### config.mk
export PLATFORM = sky130hd
export DESIGN_NAME = fir_serial_framer
export DESIGN_NICKNAME = d
export VERILOG_FILES = /design/src/rtl/fir_serial_framer.sv
export SDC_FILE = /design/constraint.sdc
export NUM_CORES = 1
export LEC_CHECK = 0
export ABC_AREA = 1
export CORE_UTILIZATION = 30
export CTS_BUF_LIST = sky130_fd_sc_hd__clkbuf_4 sky130_fd_sc_hd__clkbuf_8 sky130_fd_sc_hd__clkbuf_16
export CTS_CLUSTER_DIAMETER = 80
export DETAILED_ROUTE_END_ITERATION = 8
export GPL_TIMING_DRIVEN = 1
export PLACE_DENSITY = 0.46
export RECOVER_POWER = 25
export SYNTH_ARGS = -nofsm -noshare
export SYNTH_HDL_FRONTEND = slang
export SYNTH_SLANG_ARGS = --single-unit
### constraint.sdc
create_clock -name clk -period 10.5 [get_ports clk]
set_input_delay 2.1 -clock clk [delete_from_list [all_inputs] [get_ports clk]]
set_output_delay 2.1 -clock clk [all_outputs]
set_load 0.02 [all_outputs]
### src/rtl/fir_serial_framer.sv
// fir_serial_framer: serial-to-parallel sample deserialiser plus FIFO-buffered result serialiser
// with bit-enable, frame resync, selectable bit order and sticky overrun.
module fir_serial_framer #(
   parameter int IN_W       = 16,
   parameter int OUT_W      = 32,
   parameter int MSB_FIRST  = 1,
   parameter int FIFO_DEPTH = 4
) (
   input  logic                              clk,
   input  logic                              rst_n,
   input  logic                              serial_in,
   input  logic                              serial_in_en,
   input  logic                              frame_sync,
   output logic [IN_W-1:0]                   sample_data,
   output logic                              sample_valid,
   input  logic [OUT_W-1:0]                  result_data,
   input  logic                              result_valid,
   output logic                              serial_out,
   output logic                              serial_out_valid,
   output logic                              frame_start,
   output logic                              overrun,
   input  logic                              err_clr,
   output logic [$clog2(FIFO_DEPTH+1)-1:0]   fifo_level
);
   localparam int CW = $clog2(IN_W);
   localparam int BW = $clog2(OUT_W);
   localparam int PW = $clog2(FIFO_DEPTH);
   localparam int LW = $clog2(FIFO_DEPTH+1);

   typedef enum logic {IDLE, SHIFT} state_t;

   logic [CW-1:0]    cnt_q, cnt_d, idx;
   logic [IN_W-1:0]  sh_q, sh_d, sample_data_q, sample_data_d;
   logic             sample_valid_q, sample_valid_d;
   logic [OUT_W-1:0] mem_q [FIFO_DEPTH];
   logic [OUT_W-1:0] head, sr_q, sr_d;
   logic [PW-1:0]    wr_q, wr_d, rd_q, rd_d;
   logic [LW-1:0]    level_q, level_d;
   logic             pop, push, ov_q, ov_d;
   state_t           state_q, state_d;
   logic [BW-1:0]    bcnt_q, bcnt_d;
   logic             so_q, so_d, sov_q, sov_d, fs_q, fs_d;

   // frame_sync with an enabled bit makes that bit position 0 of a fresh word
   always_comb begin
      idx            = frame_sync ? '0 : cnt_q;
      sh_d           = sh_q;
      cnt_d          = idx;
      sample_data_d  = sample_data_q;
      sample_valid_d = 1'b0;
      if (serial_in_en) begin
         sh_d  = (MSB_FIRST != 0) ? {sh_q[IN_W-2:0], serial_in} : {serial_in, sh_q[IN_W-1:1]};
         cnt_d = (idx == CW'(IN_W-1)) ? '0 : idx + CW'(1);
         if (idx == CW'(IN_W-1)) begin
            sample_data_d  = sh_d;
            sample_valid_d = 1'b1;
         end
      end
   end

   assign head    = mem_q[rd_q];
   assign pop     = (state_q == IDLE) && (level_q != '0);
   assign push    = result_valid && ((level_q != LW'(FIFO_DEPTH)) || pop);
   assign level_d = level_q + LW'(push) - LW'(pop);
   assign wr_d    = wr_q + PW'(push);
   assign rd_d    = rd_q + PW'(pop);
   assign ov_d    = (result_valid && !push) || (ov_q && !err_clr);

   // Returning to IDLE on the last bit lets IDLE pop the next word on the very next edge
   always_comb begin
      state_d = state_q;
      sr_d    = sr_q;
      bcnt_d  = bcnt_q;
      so_d    = 1'b0;
      sov_d   = 1'b0;
      fs_d    = 1'b0;
      if (pop) begin
         so_d    = (MSB_FIRST != 0) ? head[OUT_W-1] : head[0];
         sr_d    = (MSB_FIRST != 0) ? head << 1 : head >> 1;
         bcnt_d  = BW'(1);
         sov_d   = 1'b1;
         fs_d    = 1'b1;
         state_d = SHIFT;
      end else if (state_q == SHIFT) begin
         so_d    = (MSB_FIRST != 0) ? sr_q[OUT_W-1] : sr_q[0];
         sr_d    = (MSB_FIRST != 0) ? sr_q << 1 : sr_q >> 1;
         bcnt_d  = bcnt_q + BW'(1);
         sov_d   = 1'b1;
         state_d = (bcnt_q == BW'(OUT_W-1)) ? IDLE : SHIFT;
      end
   end

   always_ff @(posedge clk or negedge rst_n) begin
      if (!rst_n) begin
         cnt_q          <= '0;
         sh_q           <= '0;
         sample_data_q  <= '0;
         sample_valid_q <= 1'b0;
         wr_q           <= '0;
         rd_q           <= '0;
         level_q        <= '0;
         ov_q           <= 1'b0;
         state_q        <= IDLE;
         sr_q           <= '0;
         bcnt_q         <= '0;
         so_q           <= 1'b0;
         sov_q          <= 1'b0;
         fs_q           <= 1'b0;
      end else begin
         cnt_q          <= cnt_d;
         sh_q           <= sh_d;
         sample_data_q  <= sample_data_d;
         sample_valid_q <= sample_valid_d;
         wr_q           <= wr_d;
         rd_q           <= rd_d;
         level_q        <= level_d;
         ov_q           <= ov_d;
         state_q        <= state_d;
         sr_q           <= sr_d;
         bcnt_q         <= bcnt_d;
         so_q           <= so_d;
         sov_q          <= sov_d;
         fs_q           <= fs_d;
      end
   end

   always_ff @(posedge clk) begin
      if (push) mem_q[wr_q] <= result_data;
   end

   assign sample_data      = sample_data_q;
   assign sample_valid     = sample_valid_q;
   assign serial_out       = so_q;
   assign serial_out_valid = sov_q;
   assign frame_start      = fs_q;
   assign overrun          = ov_q;
   assign fifo_level       = level_q;
endmodule

Yosys cells after proc, flatten, opt, wreduce, memory -nomap -nowiden

Memory sizes are Yosys's and may differ from the RTL's.
Index checks and enable logic that the tools add are counted.
Widths: inputs -> output; s select.

Add/subtract/negate cells: 6
Eq/ne operators: 3
Multiplexer cells: 19
Bitwise operators: 1
Reductions and logical operators: 11

Operators with widths:

| operator            | number |
|---|---|
| $mux 32             | 2 |
| $mux 1              | 12 |
| $mux 4              | 3 |
| $mux 5              | 2 |
| $add 5x1->5 const B | 1 |
| $eq 5x5->1 const B  | 1 |
| $add 2x1->2         | 2 |
| $add 4x1->4 const B | 1 |
| $eq 4x4->1 const B  | 1 |
| $logic_and 1x1->1   | 4 |
| $add 3x1->3         | 1 |
| $ne 3x3->1 const B  | 1 |
| $reduce_bool 3->1   | 1 |
| $sub 3x1->3         | 1 |
| $logic_not 1->1     | 2 |
| $logic_or 1x1->1    | 2 |
| $reduce_and 2->1    | 1 |
| $reduce_bool 2->1   | 1 |
| $not 1->1           | 1 |

Bits in registers: 85
Memory bits (writable): 128
Input port bits: 39
Memories: 1

Memory list:

| memory | depth | width | read ports | clocked after Yosys merged registers in | write ports | line | source |
|---|---|---|---|---|---|---|---|
| mem_q  | 4     | 32    | 1          | 0                                       | 1           | 35   | `logic [OUT_W-1:0] mem_q [FIFO_DEPTH];` |

Logic depth before layout (Yosys ltp)

Gate-level depths: netlist of run 1.

Word-level depth: 7
Mapped depth: 11
Mapped depth without buffers: 10

Least setup slack after synthesis of run 1

No wires, ideal clock.

Path type: in2reg
Start point: in result_valid
End point: mem mem_q[0][0] (enable)
Setup time: 461 ps
Arrival: 4430 ps
Required time: 10039 ps
Slack: 5609 ps
Stages: 2
Path buffers: 0
Cell sequence: nand2_1 > nor3_1

Cells in the longest elaborated chain, start to end: 3

Ends and longest elaborated chain:

| item                         | line | source |
|---|---|---|
| start, declared              | 17   | `input logic result_valid,` |
| $logic_and 1x1->1            | 63   | `assign push = result_valid && ((level_q != LW'(FIFO_DEPTH)) \|\| pop);` |
| $mux 1                       | 128  | `if (push) mem_q[wr_q] <= result_data;` |
| $mux 1 (not written as such) | 128  |  |
| end, declared                | 35   |  |

No other way between the ends.

Final worst setup path of run 1

Start point: reg level_q[1], in the netlist fifo_level[1]
End point: reg level_q[2], in the netlist fifo_level[2]

Cells in the longest elaborated chain, start to end: 6

Ends and longest elaborated chain:

| item                   | line | source |
|---|---|---|
| start, declared        | 38   | `logic [LW-1:0] level_q, level_d;` |
| start signal, assigned | 116  | `level_q <= level_d;` |
| $reduce_bool 3->1      | 62   | `assign pop = (state_q == IDLE) && (level_q != '0);` |
| $logic_and 1x1->1      | 62   |  |
| $logic_or 1x1->1       | 63   |  |
| $logic_and 1x1->1      | 63   |  |
| $add 3x1->3            | 64   | `assign level_d = level_q + LW'(push) - LW'(pop);` |
| $sub 3x1->3 *          | 64   |  |
| net level_d[2]         | 38   |  |

The timed path passes the listed nets; every way through them passes the cells marked *.
A chain may end at the register's enable or synchronous reset.

==> results of run 1 <==
layer usage:
layer / global-route usage, % / vias up / share of wire (%)
met5: 0 / - / 0
met4: 3.05 / 0 / 1.9
met3: 2.15 / 26 / 4.2
met2: 21.7 / 116 / 45
met1: 17.7 / 2699 / 49
li1: - / 3063 / -
metrics by stage:
stage,utilization [%],hold WS (ns)
floorplan,-,0.442
global placement,33.9,0.468
detailed placement,33.9,0.470
CTS,36.8,0.484
global route,36.7,0.501
finish,36.7,0.475
placed cells by master, fill, tap and decap left out, types with 2 or more instances in the layout:
| cell type | count |
|---|---|
| nand2_1 | 349 |
| inv_1 | 177 |
| edfxtp_1 | 128 |
| dfrtp_1 | 82 |
| nand3_1 | 69 |
| clkdlybuf4s50_1 | 47 |
| nand4_1 | 30 |
| clkbuf_16 | 26 |
| o21ai_0 | 25 |
| dlygate4sd3_1 | 14 |
| buf_4 | 9 |
| nor2_1 | 8 |
| ha_1 | 7 |
| xor2_1 | 5 |
| clkbuf_8 | 5 |
| inv_2 | 4 |
| nor3_2 | 4 |
| o21ai_2 | 4 |
| clkbuf_4 | 4 |
| clkinv_1 | 3 |
| clkinv_2 | 3 |
| nand2_2 | 2 |
| bufinv_16 | 2 |
| dfrtp_2 | 2 |
worst paths after layout:
check / start / to / cells after the start
worst max-delay path: fifo_level[1] / fifo_level[2] / 10
worst min-delay path: bcnt_q[4] / bcnt_q[4] / 2
worst max register to register: fifo_level[1] / fifo_level[2] / 10
worst min register to register: bcnt_q[4] / bcnt_q[4] / 2
max in group asynchronous: rst_n / rd_q[1] / 2
min in group asynchronous: rst_n / cnt_q[2] / 1
critical path, delay by kind of cell, from the launching register on:
family                   cells  cell delay, ns
flip-flops                   1            0.42
buffers and inverters        2            1.23
adder cells (fa/ha/maj)      3            1.38
AND/OR/NAND/NOR              3            2.06
XOR/XNOR                     2            0.35
cell families after synthesis:
kind of cell / after synthesis / share of synthesized area, %
adder cells (fa/ha/maj): 8 / 1.18
buffers and inverters: 225 / 10.4
flip-flops: 212 / 64.9
XOR/XNOR: 6 / 0.574
AND/OR/NAND/NOR: 463 / 21.0
AO/OA/AOI/OAI: 31 / 1.90
layout make-up:
class	count	area share, %
flip-flops and latches	212	54.3
multi-input cells	508	20.7
clock inverters	11	1.12
repair buffers	71	6.23
well taps	390	4.46
clock buffers	35	6.85
inverters	183	6.31
synth_stat cells (5+ instances only):
library cell	number
nor2_1	7
nand3_1	69
o21ai_0	25
nand4_1	30
buf_4	7
buf_2	30
edfxtp_1	128
inv_1	177
dfrtp_1	84
xor2_1	5
ha_1	7
nand2_1	348
registers in the layout, summed over array words and instances, names as in the netlist, 2 cells and up:
| name | count |
|---|---|
| sample_data | 16 |
| sh_q | 15 |
| fifo_level | 3 |
| sr_q | 31 |
| bcnt_q | 5 |
| wr_q | 2 |
| rd_q | 2 |
| cnt_q | 4 |
| mem_q | 128 |
where the power goes:
part	leakage, uW	total, uW	switching [uW]	internal, uW
sequential	0.00225	1190	97.8	1090
clock	0.000434	891	342	549
combinational	0.00242	758	526	232
==> results.cfg, run 1 <==
[synth]
ys.warnings.count = 0
yosysTopAreaCell = edfxtp_1
syn-num-nets = 992
ys_seq_elements = 212
synth_cells = 945
synth-edff-count = 128
syn_area_per_cell_um2 = 9.69
syn-cell-area_um2 = 9160
synth_top_area_share_pct = 42.0
synthTopCellsByArea = edfxtp_1 42%, dfrtp_1 23%, nand2_1 14%
synthDistinctLibCells = 25
synthFlopType = edfxtp_1
async_reset_ff_share_pct = 39.6
ys_seq_area_share_pct = 64.9

[power_and_ir_drop]
power_uw = 2840
power_leakage_uw = 0.00511
ir_drop_mv = 0.117
p_per_area_nw_per_um2 = 259

[clocking]
clkLatencyLatePin_ns = 0.53
clkSlewWorstSetupHoldPaths_ns = 0.06
postCtsSetupRepairBufs = 0
cts_resized = 0
hold_buffers = 0
numCtsBuffers = 25
cts_sinks = 212
root_buffer = clkbuf_16
h-tree-depth = 1
cts_tree = yes
clock_path_buffers = 3

[detailed_routing]
totalWireLength_um = 19400
postRouteAntennaNets = 0
first_pass_iters = 4
viasPerCell = 4.19
drtIter0Drc = 297
drc_errors = 0
via_count = 5904
post_drt_wl_per_cell_um = 13.7

[critical_path]
crit_arrival_ns = 5.98
path_cells = nor2_1, nand2_1, nand2_1, clkinvlp_2, ha_1, inv_1, ha_1, fa_1, xnor2_1, xor2_1
required_ns = 10.94
worstSetupPathType = reg2reg
slowest_stage = nor2_1
critPathLaunchType = flip-flop
crit_path_end_kind = flip-flop
r2r_setup_slack_ns = 4.96
max_stage_delay_ns = 1.77
crit_fanout = 36

[sta]
rsz0062_at_grt = false
max_freq_ghz = 0.181
finalSetupTns_ns = 0
hold_violations = 0
setup_viol = 0
drv_slew = 71
worst_slew_pin_slew_ns = 2.37
setup_slack_ns = 4.96
finalCritPeriodShare_pct = 52.7
layout_min_cycle_time_ns = 5.54
skew_ns = 0.0137
slew_headroom_pct = -58.4

[global_routing]
overflow = 0
grt_pass1_vias = 5804
grt_max_degree = 66
track_usage_pct = 13.0
antenna_found_initial = 0
grt_pass1_wl_um = 31700

[place]
place.gp.congestion = 0.677
place_hpwl_um = 10300
placedInstanceArea_um2 = 10100
pre_cts_ws_ns = 6.27
placed_cells = 1364
io_buffer_count = 62

[worst_hold_path]
hold_path_class = reg2reg

[floorplanning]
ios = 63
start_util_pct = 30.7
rows = 63
core_area_um2 = 29800
dieArea_um2 = 31200
die_x_um = 177
dieHeight_um = 177

[cells_and_area]
regArea_um2 = 5950
nFillCells = 3012
drive_above_1_share_pct = 6.96
stdcell_area_um2 = 10900
multi_input_area_um2 = 2270
final_net_count = 1048
area_delta_synth_final_pct = 19.6
antenna_cells = 0
final_cells = 1410

[outcome]
status = complete, but fails checks
violations = max-capacitance violations, max-slew violations

[run]
cap_violations = 2
Note: power is estimated with default switching activity, not from simulation.
==> run 2, diff against run 1 <==
PLACE_DENSITY = 0.48   (was 0.46)
clock period = 4.7 ns   (was 10.5 ns; I/O delays follow)
==> run 2 against run 1 <==
The run still ends with max-capacitance violations, max-slew violations left. Clock-buffer cell count stayed put. Combinational power is 120% higher. Worst setup slack worse by 3.2 ns. Worst hold slack better by 0.0026 ns. Global-route usage is 0.37 points lower. Clock power is 110% higher.
==> results.cfg, run 2 (synthesized netlist as in run 1, its figures left out) <==
[cells_and_area]
final_net_count = 1050
multi_input_area_um2 = 2280
regArea_um2 = 5950
area_delta_synth_final_pct = 19.3
antenna_cells = 0
drive_above_1_share_pct = 7.44
largest_reg_flops = 128
final_common_cell = nand2_1
stdcell_area_um2 = 10900
regMostFlops = mem_q
final_cell_mix = 348 x nand2_1, 177 x inv_1, 128 x edfxtp_1
nFillCells = 3040

[critical_path]
crit_buf_inv = 2
crit_path_end_kind = asynchronous set/reset pin
required_ns = 5.32
path_cells = clkbuf_1, buf_4
worstSetupPathType = in2async
crit_arrival_ns = 3.57
crit_fanout = 49
critPathLaunchType = input port
slowest_stage = clkbuf_1
max_stage_delay_ns = 1.90
path_delay_family = buffers and inverters

[clocking]
h-tree-depth = 1
clkLatencyLatePin_ns = 0.53
postCtsSetupRepairBufs = 0
clock_path_buffers = 3
cts_sinks = 212
cts_resized = 0
clkSlewWorstSetupHoldPaths_ns = 0.06
cts_tree = yes
hold_buffers = 0
root_buffer = clkbuf_16
numCtsBuffers = 24

[run]
cap_violations = 1

[power_and_ir_drop]
swShare_pct = 34.5
p_seq_share_pct = 42.8
p_per_area_nw_per_um2 = 568
combPwrFrac_pct = 27.2
power_uw = 6210
clkPwrFrac_pct = 30.0
power_leakage_uw = 0.00511
ir_drop_mv = 0.281
internal_power_uw = 4070
switchingPower_uw = 2140

[floorplanning]
start_util_pct = 30.7
rows = 63
ios = 63
core_area_um2 = 29800
dieArea_um2 = 31200
die_x_um = 177
dieHeight_um = 177

[global_routing]
overflow = 0
grt_pass1_vias = 5960
grt_max_degree = 66
grt_pass1_wl_um = 31400
antenna_found_initial = 0
track_usage_pct = 12.7

[sta]
layout_min_cycle_time_ns = 2.95
finalCritPeriodShare_pct = 62.8
hold_violations = 0
setup_viol = 0
slew_headroom_pct = -82.7
drv_slew = 50
max_freq_ghz = 0.339
finalSetupTns_ns = 0
skew_ns = 0.0159
finalHoldWorstSlack_ns = 0.478
worst_slew_pin_slew_ns = 2.74
rsz0062_at_grt = false

[detailed_routing]
first_pass_iters = 4
post_drt_wl_per_cell_um = 13.2
postRouteAntennaNets = 0
totalWireLength_um = 18600
via_count = 5938
drc_errors = 0
viasPerCell = 4.21
drtIter0Drc = 363

[place]
io_buffer_count = 62
place_hpwl_um = 10800
placedInstanceArea_um2 = 10100
place.gp.congestion = 0.740

[worst_hold_path]
hold_path_class = reg2reg

[outcome]
violations = max-capacitance violations, max-slew violations
status = complete, but fails checks
-- run 2: power groups by stage --
stage	registers (uW)	logic [uW]	clock network (uW)
6_report	2660	1690	1860
5_1_grt	2710	1980	2000
4_1_cts	2660	1750	1920
3_5_place_dp	2700	1750	0
3_3_place_gp	2690	1730	0
2_1_floorplan	2640	1270	0
-- run 2: cell type report --
type | count | share of cell area [%]
Clock buffer | 35 | 6.80
Clock inverter | 9 | 0.664
Inverter | 183 | 6.33
Multi-Input combinational cell | 508 | 20.8
Sequential cell | 212 | 54.4
Tap cell | 390 | 4.47
Timing Repair Buffer | 74 | 6.45
-- run 2: layer usage --
layer	GRT usage, %	up-vias	routed length [um]
met2	21.2	101	8670
met1	17.0	2741	8810
met3	1.93	32	690
met4	3.38	0	436
li1	-	3064	-
met5	0	-	0
-- run 2: final timing paths --
kind                                from             to  slack (ns)  cells past startpoint
hold reg to reg                bcnt_q[4]      bcnt_q[4]        0.48                      2
hold / removal                 bcnt_q[4]      bcnt_q[4]        0.48                      2
min in group asynchronous          rst_n       cnt_q[0]        1.28                      1
setup / recovery                   rst_n        rd_q[0]        1.75                      2
max in group clk           fifo_level[1]  fifo_level[2]        1.88                     10
setup reg to reg           fifo_level[1]  fifo_level[2]        1.88                     10
-- run 2: stage by stage --
stage          worst slack, ns  instances  utilization, %
3_3_place_gp              1.76       1367            33.9
3_5_place_dp              1.72       1367            33.9
5_1_grt                   1.17       1411            36.7
6_report                  1.75       1411            36.7
4_1_cts                   1.85       1411            36.7
2_1_floorplan            0.969        945               -
==> run 3, diff against run 2 <==
clock period = 2.4 ns   (was 4.7 ns; I/O delays follow)
==> run 3 against run 2 <==
The run now ends clean. Critical path type is now reg2out. Final area increased by 2.4%. Utilization increased by 0.89 points. Register-to-register slack got worse by 1.5 ns.
==> results.cfg, run 3 (synthesized netlist as in run 1, its figures left out) <==
[sta]
layout_min_cycle_time_ns = 2.12
slew_headroom_pct = 52.8
max_freq_ghz = 0.471
hold_violations = 0
worst_slew_pin_slew_ns = 0.707
finalSetupTns_ns = 0
skew_ns = 0.0233
setup_slack_ns = 0.277
finalCritPeriodShare_pct = 88.5
rsz0062_at_grt = false
drv_slew = 0
setup_viol = 0

[global_routing]
track_usage_pct = 12.8
grt_pass1_wl_um = 31500
grt_pass1_vias = 6057
overflow = 0
grt_max_degree = 44
antenna_found_initial = 0

[power_and_ir_drop]
ir_drop_mv = 0.588
combPwrFrac_pct = 28.3
p_per_area_nw_per_um2 = 1140
power_leakage_uw = 0.00524
switchingPower_uw = 4300
p_seq_share_pct = 40.2
swShare_pct = 33.7
clkPwrFrac_pct = 31.5
internal_power_uw = 8440

[detailed_routing]
drtIter0Drc = 310
post_drt_wl_per_cell_um = 13.4
via_count = 6066
totalWireLength_um = 19200
drc_errors = 0
viasPerCell = 4.25
postRouteAntennaNets = 0
first_pass_iters = 5

[clocking]
cts_tree = yes
numCtsBuffers = 27
cts_sinks = 212
clkLatencyLatePin_ns = 0.54
h-tree-depth = 1
clock_path_buffers = 3
postCtsSetupRepairBufs = 0
clkSlewWorstSetupHoldPaths_ns = 0.06
root_buffer = clkbuf_16

[place]
place.gp.congestion = 0.699
placedInstanceArea_um2 = 10300
place_hpwl_um = 11500
placed_cells = 1377
pre_cts_ws_ns = 0.00146
io_buffer_count = 62

[critical_path]
path_cells = clkdlybuf4s50_1
r2r_setup_slack_ns = 0.33
slowest_stage = clkdlybuf4s50_1
crit_arrival_ns = 1.64
required_ns = 1.92
r2r_cells = 10
worstSetupPathType = reg2out
crit_fanout = 4
path_delay_family = buffers and inverters
r2r_start = fifo_level[1]
max_stage_delay_ns = 0.67
critPathLaunchType = flip-flop
crit_buf_inv = 1
rr_endpoint = fifo_level[2]
crit_path_end_kind = output pin

[cells_and_area]
final_cell_mix = 348 x nand2_1, 177 x inv_1, 128 x edfxtp_1
largest_reg_flops = 128
drive_above_1_share_pct = 8.67
final_common_cell = nand2_1
antenna_cells = 0
stdcell_area_um2 = 11200
area_delta_synth_final_pct = 22.2
final_net_count = 1064
regMostFlops = mem_q
final_cells = 1428
final_util_pct = 37.6

[outcome]
status = complete, no violations

[floorplanning]
die_x_um = 177
rows = 63
start_util_pct = 30.7
dieArea_um2 = 31200
dieHeight_um = 177
ios = 63
core_area_um2 = 29800

[worst_hold_path]
hold_path_class = in2async

[run]
cap_violations = 0
[run 3: cell types whose count changed in the layout (fill, tap and decap cells not counted), sizes merged]
| cell | previous run | this run |
|---|---|---|
| clkinv | 8 | 4 |
| clkdlybuf4s50 | 44 | 33 |
| clkbuf | 36 | 42 |
| inv | 184 | 185 |
| bufinv | 0 | 2 |
| dlygate4sd3 | 17 | 29 |
| buf | 12 | 23 |
[run 3: how the worst max path moves through the flow]
stage          depth (start not counted)           from       endpoint  slack [ns]
2_1_floorplan                          4  fifo_level[1]    mem_q[0][0]       -0.16
3_3_place_gp                           8   result_valid  fifo_level[2]        0.02
3_5_place_dp                           8   result_valid  fifo_level[2]       0.001
4_1_cts                                1  fifo_level[1]  fifo_level[1]        0.23
5_1_grt                               10  fifo_level[1]  fifo_level[2]        0.18
6_report                               1  fifo_level[1]  fifo_level[1]        0.28
[run 3: power groups by stage]
| stage | Sequential [uW] | Clock (uW) | Combinational (uW) |
|---|---|---|---|
| floorplan | 5170 | 0 | 2510 |
| global placement | 5180 | 0 | 3700 |
| detailed placement | 5190 | 0 | 3710 |
| CTS | 5130 | 4140 | 3740 |
| finish | 5120 | 4010 | 3600 |
| global route | 5210 | 4270 | 4160 |
[run 3: what timing repair did]
item                                   in CTS  in global routing
hold buffers                                1                  0
endpoints found under the hold margin      27                  0
resized for setup                           0                  0
[run 3: final cells by class]
class                   instances  area [um2]
flip-flops and latches        212        5950
well taps                     390         488
inverters                     183         692
fillers                      3018       18600
repair buffers                 85         856
multi-input cells             508        2300
clock inverters                 8         111
clock buffers                  42         795
[run 3: layer usage]
metal  track usage, %  vias to the layer above  part of all wire (%)  wire (um)
li1                 -                     3104                     -          -
met2             21.9                      108                    47       9090
met4             3.77                        0                   2.3        446
met1             16.7                     2822                    47       8920
met3             1.98                       32                   3.7        708
met5                0                        -                     0          0
[run 3: stage by stage]
| step | hold WS (ns) | power, uW |
|---|---|---|
| finish | 0.424 | 12700 |
| detailed placement | 0.440 | 8910 |
| CTS | 0.420 | 13000 |
| floorplan | 0.184 | 7680 |
| global route | 0.444 | 13600 |
| global placement | 0.447 | 8880 |
